## config.mk

```make
export PLATFORM = sky130hd
export DESIGN_NAME = gen_big_field_table
export DESIGN_NICKNAME = d
export VERILOG_FILES = /design/src/rtl/gen_big_field_table_pkg.sv /design/src/rtl/gen_big_field_table.sv
export SDC_FILE = /design/constraint.sdc
export NUM_CORES = 2
export LEC_CHECK = 0
export ABC_CLOCK_PERIOD_IN_PS = 84800
export CAP_MARGIN = 30
export CORE_AREA = 2 2 412 414
export CTS_CLUSTER_SIZE = 16
export DETAILED_ROUTE_END_ITERATION = 10
export DIE_AREA = 0 0 414 416
export GPL_TIMING_DRIVEN = 0
export PLACE_DENSITY_LB_ADDON = 0.08
export SLEW_MARGIN = 15
export SYNTH_ARGS = -nofsm -noshare
export SYNTH_HDL_FRONTEND = slang
export SYNTH_SLANG_ARGS = --single-unit
```

## constraint.sdc

```tcl
create_clock -name clock -period 84.8 [get_ports clock]
set_clock_uncertainty 0.2 [all_clocks]
set_input_delay 21.2 -clock clock [delete_from_list [all_inputs] [get_ports clock]]
set_output_delay 21.2 -clock clock [all_outputs]
set_load 0.01 [all_outputs]
```

## src/rtl/gen_big_field_table_pkg.sv

```systemverilog
// rtl/gen_big_field_table_pkg.sv - shared types and helpers for the big-field header generator
package gen_big_field_table_pkg;

    // Frame-level states: idle, header emission, header-followed body, untouched body.
    typedef enum logic [1:0] {
        IDLE,
        FIELD,
        BODY,
        BYPASS
    } state_t;

    // Header word index width; a single-word header still needs one counter bit.
    function automatic int counter_width(input int n);
        return (n > 1) ? $clog2(n) : 1;
    endfunction

endpackage

```

## src/rtl/gen_big_field_table.sv

```systemverilog
// rtl/gen_big_field_table.sv - prepends a latched word array as a stream header, then forwards the payload frame
module gen_big_field_table
    import gen_big_field_table_pkg::*;
#(
    parameter int DSIZE      = 8,
    parameter int FIELD_LEN  = 16*8,
    parameter     FIELD_NAME = "Big Field"
) (
    input  logic             clock,
    input  logic             rst,
    input  logic             enable,
    input  logic [DSIZE-1:0] value [0:FIELD_LEN-1],
    output logic             busy,
    output logic             field_done,
    input  logic [DSIZE-1:0] s_tdata,
    input  logic             s_tvalid,
    input  logic             s_tlast,
    output logic             s_tready,
    output logic [DSIZE-1:0] m_tdata,
    output logic             m_tvalid,
    output logic             m_tlast,
    input  logic             m_tready
);

    localparam int            CW       = counter_width(FIELD_LEN);
    localparam logic [CW-1:0] LAST_IDX = CW'(FIELD_LEN - 1);

    state_t           state;
    state_t           state_next;
    logic [CW-1:0]    counter;
    logic [DSIZE-1:0] shadow [0:FIELD_LEN-1];

    // The frame is in flight whenever we have left IDLE.
    assign busy = (state != IDLE);

    // State register.
    always_ff @(posedge clock or posedge rst) begin
        if (rst) begin
            state <= IDLE;
        end else begin
            state <= state_next;
        end
    end

    // Latch the header array at frame start and step through it on each accepted header beat.
    always_ff @(posedge clock or posedge rst) begin
        if (rst) begin
            counter <= '0;
            for (int i = 0; i < FIELD_LEN; i++) begin
                shadow[i] <= '0;
            end
        end else if (state == IDLE && s_tvalid && enable) begin
            counter <= '0;
            shadow  <= value;
        end else if (state == FIELD && m_tready && counter != LAST_IDX) begin
            counter <= counter + CW'(1);
        end
    end

    // Next state and stream steering; header beats come from the shadow copy, body beats pass straight through.
    always_comb begin
        state_next = state;
        m_tdata    = '0;
        m_tvalid   = 1'b0;
        m_tlast    = 1'b0;
        s_tready   = 1'b0;
        field_done = 1'b0;
        case (state)
            IDLE: begin
                if (s_tvalid) begin
                    state_next = enable ? FIELD : BYPASS;
                end
            end
            FIELD: begin
                m_tdata  = shadow[counter];
                m_tvalid = 1'b1;
                if (m_tready && counter == LAST_IDX) begin
                    field_done = 1'b1;
                    state_next = BODY;
                end
            end
            BODY, BYPASS: begin
                m_tdata  = s_tdata;
                m_tvalid = s_tvalid;
                m_tlast  = s_tlast;
                s_tready = m_tready;
                if (s_tvalid && m_tready && s_tlast) begin
                    state_next = IDLE;
                end
            end
            default: begin
                state_next = IDLE;
            end
        endcase
    end

    // Downstream data must not move while a beat is offered but not yet taken.
    hold_while_stalled: assert property (
        @(posedge clock) disable iff (rst)
        (m_tvalid && !m_tready) |=> $stable(m_tdata)
    ) else $error("%s: m_tdata changed while stalled", FIELD_NAME);

endmodule

```

=== Word-level counts from Yosys, hierarchy flattened ===
Index checks and enable logic that the tools add are counted.

* Register bits after elaboration: 1,033
* Word-level logic and storage cells: 169
* Output and inout bits: 13
* Bits of input ports: 1,038

* Bitwise gates (word level): 1
* Reduce and logical (&&, ||, !) cells: 12
* $lt $le $gt $ge: 1
* Add/sub/neg operators: 1
* Mux-type cells: 16
* Eq/ne operators: 8

{| class="wikitable"
|+ Operators with widths
! operator !! number
|-
| $bmux 8 s7 || 1
|-
| $mux 8 || 2
|-
| $pmux 8 s2 || 1
|-
| $mux 7 || 2
|-
| $ge 8x8->1 const B || 1
|-
| $mux 2 || 4
|-
| $not 7->8 || 1
|-
| $add 7x1->7 const B || 1
|-
| $eq 7x7->1 const B || 1
|-
| $logic_and 1x1->1 || 7
|-
| $ne 7x7->1 const B || 1
|-
| $pmux 2 s3 || 1
|-
| $eq 2x2->1 const B || 2
|-
| $mux 1 || 4
|-
| $ne 2x2->1 const B || 2
|-
| $reduce_bool 2->1 || 2
|-
| $reduce_and 3->1 || 1
|-
| $eq 2x1->1 const B || 1
|-
| $logic_not 2->1 || 1
|-
| $ne 2x1->1 const B || 1
|-
| $pmux 1 s2 || 1
|-
| $reduce_or 2->1 || 1
|}

=== Depth between registers and ports, before layout ===
* Depth after elaboration: 5
* Gate-level depth with buffers: 11
* Gate-level depth less buffers: 6

=== Worst setup path before layout ===
No wires, ideal clock.

* Path type: input to output
* Start point: input port s_tdata[5]
* End point: output port m_tdata[5]
* Stages: 4
* Required time: 63,400 ps
* Path buffers: 0
* Arrival time: 21,736 ps
* Path slack: 41,664 ps
* Cell sequence: nand2_1 nand3_1 a2111oi_2 nor3_1

* Longest elaborated chain between the ends: 1

{| class="wikitable"
|+ Ends and longest elaborated chain
! item !! line !! text
|-
| start: declaration || gen_big_field_table.sv:15 || <nowiki>input logic [DSIZE-1:0] s_tdata,</nowiki>
|-
| $pmux 8 s2 || gen_big_field_table.sv:68 || <nowiki>case (state)</nowiki>
|-
| end: declaration || gen_big_field_table.sv:19 || <nowiki>output logic [DSIZE-1:0] m_tdata,</nowiki>
|}

No other way between the ends.

=== Worst setup path in the final report ===
* Start point: input port s_tdata[4]
* End point: output port m_tdata[4]

The elaborated chain is that of the path after synthesis.

==> summary.md <==
| Metric | Value |
|---|---|
| DR DRC count | `0` |
| Count of pins over their slew limit | `0` |
| Fin nets | `between 7k and 8k` |
| CTS root buf | `clkbuf_16` |
| Final non-filler cell total | `between 8k and 9k` |
| Dpl cells | `8537` |
| Number of global-route vias before repair | `between 40k and 50k` |
| CP Class | `input port to output port` |
| Ys async rst share | `1.000` |
| Hold Fails Final Rpt | `0` |
| CTS tree | `yes` |
| Crit start category | `input port` |
| Share of layout cells above drive strength 1 | `0.07452` |
| Slowest cell on crit path | `a211oi_1` |
| Worst r2r src | `state[1]` |
| Fin Setup TNS | `0 ns` |
| Period utilization | `0.5388` |
| Via density | `roughly 4.8` |
| Post-CTS resize count | `0` |
| Seq/Total Area, Yosys | `0.5488` |
| Worst Setup SP | `s_tdata[4]` |
| Final setup vio count | `0` |
| Hold Crit Class | `flip-flop to flip-flop` |
| Port Buffers | `about 1.1k` |
| Leakage | `around 0.032 uW` |
| Synth Area in Simple Gates | `0.2578` |
| Worst reg2reg path endpoint | `shadow[706]` |
| Worst path required time | `approximately 63 ns` |
| Post-Syn Instances | `approximately 5.2k` |
| Fin crit period | `45.69 ns` |
| Crit path top cell by count | `clkdlybuf4s50_1` |
| Post-synth cell types | `43` |
| Ys Warns | `0` |
| FF/Latch Area | `0.02585 mm^2` |
| Main flop type after synthesis | `dfrtp_1` |
| H-tree lvl count | `4` |
| Setup ws final | `between 30 and 40 ns` |
| Yosys reg bits | `roughly 1.0k` |
| CP top delay family | `buffers and inverters` |
| Final Util | `0.3894` |
| Core area | `0.1681 mm^2` |
| CP Capture Point | `m_tdata[4]` |
| Initial antenna violation count | `between 70 and 80` |
| DIE AREA | `about 0.17 mm^2` |
| Synthesized cell area | `around 0.047 mm^2` |
| Dpl hpwl | `202500 um` |
| Initial Util | `0.2801` |
| Slew margin rel. | `0.1861` |
| Cell count along the critical path | `6` |
| Synth Area in Compound Gates | `0.03589` |
| Syn_area_per_cell | `between 8 and 9 um^2` |
| Worst-path fanout max | `2` |
| Crit-path cells | `clkdlybuf4s50_1 > nand2_1 > nand4_1 > a211oi_1 > nor3_1 > clkdlybuf4s50_1` |
| Final wirelength | `~250000 um` |
| Final ANT Viol Nets | `0` |
| Outcome | `finished, final reports clean` |
| Synth Area in XOR/XNOR | `0.0007438` |
| CTS buffer count | `130` |
| DIE WIDTH | `slightly above 400 um` |
| Total gr overflow | `0` |
| Clock-pin slew on the worst setup and hold paths | `0.05 ns` |
| Worst stage delay on the critical path | `between 1 and 1.5 ns` |
| Fmax achieved | `21.89 MHz` |
| First-pass detailed-route iteration total | `6` |
| Clock insertion delay at the later pin of the skew report | `around 0.75 ns` |
| Max IR drop VDD | `0.01673 mV` |
| R2r setup slk | `approximately 81 ns` |
| Fillers | `around 17k` |
| CP endpoint kind | `output port` |
| # IOs | `approximately 1.1k` |
| Arrival time at the worst endpoint | `24.29 ns` |
| Largest family of logic cells by synthesized area | `simple AND/OR/NAND/NOR gates` |
| R2R cell count | `9` |
| All-Layer GR Usage | `0.2895` |
| Setup bufs post-CTS | `0` |
| Max capacitance violation total | `0` |
| Slew @ Worst Pin | `about 1.2 ns` |
| Footprint of the multi-input gates | `~0.02 mm^2` |
| Routability Congestion | `0.8883` |
| FP Rows | `approximately 150` |
| Mux share of post-synthesis cell area | `0.1260` |
| Pwr Total | `around 2300 uW` |
| Via count | `~42k` |
| RSZ-0062 raised after global routing | `no` |
| Initial drt markers | `3518` |
| Die height | `~420 um` |
| Synth Area in Adders | `0.0002656` |
| Post-synth EDFFs | `0` |
| PwrDens | `35.07 mW/mm^2` |
| Worst slack, placed | `~39 ns` |
| Layout area overhead | `38.99%` |
| Syn_nets | `6274` |
| Clock Sinks | `~1.0k` |
| CP bufs+invs | `2` |
| Post-CTS Hold Buffers | `0` |
| Max clock buf depth | `3` |
| Pin count of the biggest net entering global routing | `104` |
| Global-route wire length before repair | `~350000 um` |
| DR WL/cell | `between 20 and 30 um` |
==> sequential cells by signal (all words and copies together), names as in the netlist <==
register	flops
shadow	1024
counter	7
state	2
==> cell usage after synthesis, types with 13 or more instances <==
cell type	instances	area [um^2]
o21ai_0	36	180.2
a21oi_1	53	265.3
nor2b_1	13	81.33
a22oi_1	32	240.2
a221oi_1	23	201.4
buf_1	13	48.80
mux2i_1	232	2322
nor2_1	18	67.56
clkbuf_1	263	987.2
o22ai_1	54	337.8
mux4_2	148	3333
dfrtp_1	1033	25850
a211oi_1	21	157.7
buf_2	60	300.3
nand2_1	3095	11620
mux2_2	25	281.5
nand4_1	13	81.33
o221ai_1	15	131.4
nand3_1	19	95.09
==> stage by stage <==
step | area (um^2) | hold WS, ns
final | 65470 | 0.2681
after global routing | 65450 | 0.2845
after CTS | 65390 | 0.2717
after detailed placement | 60960 | 0.2576
after global placement | 60390 | 0.2531
after floorplan | 47100 | 0.2379
==> placed cells by master, fill, tap and decap left out, types with 15 or more instances in the layout <==
| cell type | n |
|---|---|
| nand3_1 | 19 |
| diode_2 | 26 |
| clkbuf_1 | 300 |
| mux2i_1 | 232 |
| o21ai_0 | 34 |
| nor2_1 | 18 |
| nand2_1 | 3095 |
| mux2_2 | 25 |
| o22ai_1 | 54 |
| a21oi_1 | 53 |
| clkbuf_16 | 138 |
| a221oi_1 | 23 |
| a211oi_1 | 21 |
| a22oi_1 | 32 |
| dfrtp_1 | 1033 |
| o221ai_1 | 15 |
| clkbuf_8 | 34 |
| mux4_2 | 148 |
| buf_2 | 69 |
| clkdlybuf4s50_1 | 1050 |
==> cell families after synthesis <==
| group | after synthesis |
|---|---|
| compound gates | 253 |
| flops | 1033 |
| fa+ha+maj | 1 |
| xor+xnor | 4 |
| mux | 405 |
| buf+inv | 351 |
| simple gates | 3188 |
==> tightest hold or removal path, stage by stage, from the launching register on <==
cell,delay [ns]
dfrtp_1,0.34
nand2_1,0.05
nand2_1,0.05
==> power by group <==
part | leakage, uW | switching, uW | internal [uW]
registers | 0.0131 | 117 | 704
clock network | 0.00218 | 234 | 345
logic | 0.0163 | 545 | 351
==> routing by layer <==
layer / GRT usage / up-vias / routed length [um]
li1: - / 19310 / -
met1: 0.3530 / 21170 / 101100
met2: 0.5009 / 1547 / 125600
met3: 0.06172 / 391 / 15540
met4: 0.1088 / 54 / 9797
met5: 0 / - / 341
==> how the worst min path moves through the flow <==
stage                 start      endpoint  slack, ns  cells after the start
4_1_cts          shadow[76]    shadow[76]       0.27                      2
3_5_place_dp   shadow[1000]  shadow[1000]       0.26                      2
5_1_grt         shadow[871]   shadow[871]       0.28                      2
3_3_place_gp    shadow[427]   shadow[427]       0.25                      2
2_1_floorplan   shadow[472]   shadow[472]       0.24                      2
6_report        shadow[766]   shadow[766]       0.27                      2
==> cell type report <==
class | instances | area share
multi-input cells | 3851 | 0.3027
flip-flops and latches | 1033 | 0.3948
well taps | 2218 | 0.04239
plain buffers | 346 | 0.02175
diodes | 26 | 0.0009938
repair buffers | 1087 | 0.1693
inverters | 5 | 0.0004013
clock buffers | 210 | 0.06207
clock inverters | 30 | 0.005581
(Power assumes the default switching activity.)
